`src/rtl/spk_osc_supervisor.sv`:
```
// Purpose: supervises the fast spike ring oscillator, counts its edges per window, kicks a stalled loop and latches a fault on repeated failed restarts.
// Latency: osc_tog edges are counted 3 sysClk cycles after they occur; status outputs are registered and update on the window's terminal cycle.
// Backpressure: none; free-running monitor. Optional frequency bounds are built when SPK_OSC_FREQ_LIMIT_EN is defined.
module spk_osc_supervisor #(
    parameter int WIN_W      = 8,
    parameter int CNT_W      = 8,
    parameter int KICK_CYC   = 4,
    parameter int SETTLE_CYC = 16,
    parameter int MAX_RETRY  = 3,
    parameter int RST_CNT_W  = 8
) (
    input  logic                 sysClk,
    input  logic                 reset_n,
    input  logic                 enable,
    input  logic                 osc_tog,
    input  logic                 clear_fault,
`ifdef SPK_OSC_FREQ_LIMIT_EN
    input  logic [CNT_W-1:0]     freq_min,
    input  logic [CNT_W-1:0]     freq_max,
`endif
    output logic                 kick,
    output logic                 osc_ok,
    output logic                 fault,
    output logic [CNT_W-1:0]     freq_count,
    output logic [RST_CNT_W-1:0] restart_count,
    output logic [2:0]           state_dbg
);

    typedef enum logic [2:0] {
        ST_IDLE    = 3'd0,
        ST_MEASURE = 3'd1,
        ST_KICK    = 3'd2,
        ST_SETTLE  = 3'd3,
        ST_FAULT   = 3'd4
    } state_t;

    localparam logic [7:0] KICK_LAST   = 8'(KICK_CYC - 1);
    localparam logic [7:0] SETTLE_LAST = 8'(SETTLE_CYC - 1);
    localparam logic [3:0] RETRY_MAX   = 4'(MAX_RETRY);

    state_t               state;
    logic [2:0]           sync_q;
    logic                 tog_edge;
    logic [WIN_W-1:0]     win_cnt;
    logic                 win_last;
    logic [CNT_W-1:0]     edge_cnt;
    logic [CNT_W-1:0]     cnt_inc;
    logic [CNT_W-1:0]     win_total;
    logic                 win_healthy;
    logic [7:0]           timer;
    logic [3:0]           retry;
    logic [RST_CNT_W-1:0] restart_inc;

    // Two-flop synchroniser plus one history flop; either toggle direction is an edge.
    always_ff @(posedge sysClk or negedge reset_n) begin
        if (!reset_n) begin
            sync_q <= 3'b000;
        end else begin
            sync_q <= {sync_q[1:0], osc_tog};
        end
    end

    assign tog_edge = sync_q[2] ^ sync_q[1];

    // Saturating edge accumulation; the terminal cycle's edge is folded into the window total.
    always_comb begin
        cnt_inc     = (&edge_cnt) ? edge_cnt : edge_cnt + 1'b1;
        win_total   = tog_edge ? cnt_inc : edge_cnt;
        win_last    = &win_cnt;
        restart_inc = (&restart_count) ? restart_count : restart_count + 1'b1;
`ifdef SPK_OSC_FREQ_LIMIT_EN
        win_healthy = (win_total != '0) && (win_total >= freq_min) && (win_total <= freq_max);
`else
        win_healthy = (win_total != '0);
`endif
    end

    // Supervisor FSM with all status outputs registered alongside the state.
    always_ff @(posedge sysClk or negedge reset_n) begin
        if (!reset_n) begin
            state         <= ST_IDLE;
            win_cnt       <= '0;
            edge_cnt      <= '0;
            timer         <= 8'd0;
            retry         <= 4'd0;
            kick          <= 1'b0;
            osc_ok        <= 1'b0;
            fault         <= 1'b0;
            freq_count    <= '0;
            restart_count <= '0;
        end else if (!enable) begin
            // Disabling discards any partial window; retry survives only a FAULT exit so
            // re-enabling a faulted block escalates again on the first dead window.
            state    <= ST_IDLE;
            win_cnt  <= '0;
            edge_cnt <= '0;
            timer    <= 8'd0;
            kick     <= 1'b0;
            osc_ok   <= 1'b0;
            if (state != ST_FAULT) begin
                retry <= 4'd0;
            end
            if (clear_fault) begin
                fault <= 1'b0;
            end
        end else begin
            case (state)
                ST_IDLE: begin
                    state    <= ST_MEASURE;
                    win_cnt  <= '0;
                    edge_cnt <= '0;
                    if (clear_fault) begin
                        fault <= 1'b0;
                    end
                end
                ST_MEASURE: begin
                    win_cnt <= win_cnt + 1'b1;
                    if (win_last) begin
                        freq_count <= win_total;
                        edge_cnt   <= '0;
                        if (win_healthy) begin
                            osc_ok <= 1'b1;
                            retry  <= 4'd0;
                        end else if (retry < RETRY_MAX) begin
                            osc_ok        <= 1'b0;
                            retry         <= retry + 4'd1;
                            restart_count <= restart_inc;
                            kick          <= 1'b1;
                            timer         <= 8'd0;
                            state         <= ST_KICK;
                        end else begin
                            osc_ok <= 1'b0;
                            fault  <= 1'b1;
                            state  <= ST_FAULT;
                        end
                    end else begin
                        edge_cnt <= win_total;
                    end
                end
                ST_KICK: begin
                    edge_cnt <= '0;
                    if (timer == KICK_LAST) begin
                        kick  <= 1'b0;
                        timer <= 8'd0;
                        state <= ST_SETTLE;
                    end else begin
                        timer <= timer + 8'd1;
                    end
                end
                ST_SETTLE: begin
                    // Edges right after a kick are restart transients, not evidence of health.
                    edge_cnt <= '0;
                    if (timer == SETTLE_LAST) begin
                        timer   <= 8'd0;
                        win_cnt <= '0;
                        state   <= ST_MEASURE;
                    end else begin
                        timer <= timer + 8'd1;
                    end
                end
                ST_FAULT: begin
                    kick   <= 1'b0;
                    osc_ok <= 1'b0;
                    if (clear_fault) begin
                        fault    <= 1'b0;
                        retry    <= 4'd0;
                        win_cnt  <= '0;
                        edge_cnt <= '0;
                        state    <= ST_MEASURE;
                    end
                end
                default: begin
                    state <= ST_IDLE;
                end
            endcase
        end
    end

    assign state_dbg = state;

endmodule

```
`config.mk`:
```
export PLATFORM = sky130hd
export DESIGN_NAME = spk_osc_supervisor
export DESIGN_NICKNAME = d
export VERILOG_FILES = /design/src/rtl/spk_osc_supervisor.sv
export SDC_FILE = /design/constraint.sdc
export NUM_CORES = 1
export LEC_CHECK = 0
export CAP_MARGIN = 0
export CORE_UTILIZATION = 26
export CTS_BUF_LIST = sky130_fd_sc_hd__clkbuf_8
export DETAILED_ROUTE_END_ITERATION = 10
export PLACE_DENSITY = 0.4
export SLEW_MARGIN = 30
export SYNTH_ARGS = -nofsm -noshare
export SYNTH_HDL_FRONTEND = slang
export SYNTH_SLANG_ARGS = --single-unit
```
`constraint.sdc`:
```
create_clock -name sysClk -period 2.53 [get_ports sysClk]
set_input_delay 0.253 -clock sysClk [delete_from_list [all_inputs] [get_ports sysClk]]
set_output_delay 0.253 -clock sysClk [all_outputs]
set_load 0.005 [all_outputs]
```
==> metrics.txt <==
status=completed; first-pass GRT wire length=12400 um; initial antenna violation count=0; via count=2517; setup ws final=0.257 ns; CP startpoint=sync_q[1]; drt total wl=7330 um; placed cell areas=3460 um2; Vias/cell=5.03; PwrDens=620 nW/um2; Peak VDD IR=0.319 mV; hold path cells=1; register-to-register setup slack=0.26 ns; IO Port Bufs=26; vias in the first global route=2418; headroom to the max-slew limit=56.4%; Reg2Reg Depth=7; Max Cap Violations=0; Post-Syn Nets=327; total CTS buffers=5; Avg WL per Cell=14.7 um; layout cells sized above 1=11.7%; critical path depth in cells=7; delay-heaviest family, CP=compound AO/OA/AOI/OAI gates; Critical Path Source Type=flop; max-slew violation count=0; area delta synth->final=22.2%; CP required=2.74 ns; Initial Util=26.8%; TNS Setup=0 ns; Critical Path Slowest Stage Cell=dfrtp_1; Yosys cell types=54; Gate Count Post-Synth=317; n_diodes=0; Post-synth top flop=dfrtp_1; total power=2210 uW; worst skew pair latency=0.32 ns; average cell area after synthesis=9.21 um2; crit path to=timer[5]; met1 GRT Util=19.6%; CTS tree=done; clock slew at reported path FFs=0.11 ns; LEAKAGE=0.00155 uW; postcts setup bufs=0; Worst Max-Slew Pin Slew=0.648 ns; Final setup violation count=0; final critical-path required period=2.27 ns; DR pass1 iterations=4; clk sinks=53; CTS Root Cell=clkbuf_8; chip width=108 um; largest net degree at the start of global routing=54; pre-CTS setup slack=0.0177 ns; most frequent cells in the layout=dfrtp_1 (53), nand2_1 (37), o21ai_0 (30); H-tree depth=2; ys async rst share=100%; Max stage delay on crit path=0.44 ns; number of cell rows=38; part of the cycle the worst path needs=89.9%; YS warnings=0; Remaining DRCs=0; r2r startpoint=sync_q[1]; grt total ovfl=0; Die Ht=108 um; HPWL Detailed=5030 um; Crit path buffers/inverters=0; worst hold path class=input port to flop; met2 Resource Use GR=20.9%; GR met3 Demand/Resource=2.59%; Routed Antenna Nets=0; design area=3570 um2; final net count=369; Tot GR Track Use=13.6%; IO Pins=27; GRT Max-Usage Layer=met2; Worst Path Arrival=2.49 ns; Setup Skew=0.00959 ns; cell breakdown of the critical path=xor2_2, a41oi_1, o21bai_1, a22oi_1, and2_4, a31oi_4, a211o_1; RR Endpoint=timer[5]; synthesized cell area=2920 um2; crit end category=flop; Post-synth EDFFs=0; Setup CP Type=flop to flop; RePlAce Congestion=0.851; register area share after synthesis=45.4%; most common cell after layout, fill and taps aside=dfrtp_1; RSZ-0062 raised after global routing=no; worst-path maximum fanout=9; clock buffer depth=2; fmax=0.440 GHz; Core ar.=10900 um2; final hold vios=0; drt first-iter violations=67; #FFs+latches synth=53; die area=11700 um2
## where the power goes
part | leakage (uW) | internal (uW) | switching (uW) | total [uW]
Combinational | 0.000775 | 295 | 392 | 686
Sequential | 0.000726 | 910 | 84.8 | 995
Clock | 0.0000487 | 203 | 327 | 530
Total | 0.00155 | 1410 | 804 | 2210
## metrics by stage
| stage | util [%] | instances | hold slack, ns |
|---|---|---|---|
| global placement | 31.8 | 491 | 0.279 |
| detailed placement | 31.8 | 491 | 0.283 |
| finish | 32.8 | 500 | 0.350 |
| floorplan | - | 317 | -0.0426 |
| CTS | 32.8 | 500 | 0.340 |
| global route | 32.8 | 500 | 0.329 |
## cells in the mapped netlist, drive strengths merged, types with 3 or more instances
library cell	count	area (um2)
a211o	5	43.8
a21oi	13	65.1
a22o	3	26.3
a31oi	7	58.8
a32o	4	40.0
and3	15	93.8
buf	5	37.5
clkbuf	10	38.8
dfrtp	53	1330
ha	5	62.6
inv	6	22.5
mux2i	3	30.0
nand2	37	139
nand3	21	110
nand4	10	62.6
nor2	19	71.3
nor2b	9	56.3
nor3	12	60.1
nor3b	3	32.5
o21ai	31	155
o31ai	5	42.5
xnor2	8	70.1
xor2	5	51.3
## cells by family after synthesis
family | share of synthesized area, %
buffers and inverters | 3.38
XOR/XNOR | 4.16
AO/OA/AOI/OAI | 19.0
flip-flops | 45.4
AND/OR/NAND/NOR | 24.1
multiplexers | 1.80
adder cells (fa/ha/maj) | 2.14
## final cells by class
type / count / area (um2)
timing repair buffer: 50 / 450
clock buffer: 5 / 68.8
inverter: 6 / 22.5
sequential: 53 / 1330
clock inverter: 3 / 26.3
tap: 140 / 175
multi-input combinational: 243 / 1500
fill: 1131 / 7320
## state kept, by name (all words and copies together), names as in the netlist
name / cells
retry: 4
freq_count: 8
timer: 8
restart_count: 8
win_cnt: 8
edge_cnt: 8
sync_q: 3
state_dbg: 3
osc_ok: 1
kick: 1
fault: 1
## repair_timing
| action | CTS | global route |
|---|---|---|
| hold buffers | 1 | 0 |
| resized for setup | 1 | 1 |
| endpoints found under the setup margin | 6 | 5 |
| hold endpoints to repair | 53 | 0 |
## worst min-delay path by stage
stage | endpoint | startpoint
4_1_cts | sync_q[0] | osc_tog
5_1_grt | sync_q[0] | osc_tog
3_3_place_gp | restart_count[3] | reset_n
2_1_floorplan | edge_cnt[0] | reset_n
3_5_place_dp | restart_count[5] | reset_n
6_report | sync_q[0] | osc_tog
## layer usage
layer | up-vias | routed length (um)
met1 | 1217 | 3780
met3 | 4 | 266
met2 | 50 | 3230
li1 | 1246 | -
met5 | - | 0
met4 | 0 | 53
No activity file was read; power rests on OpenSTA's default activity.
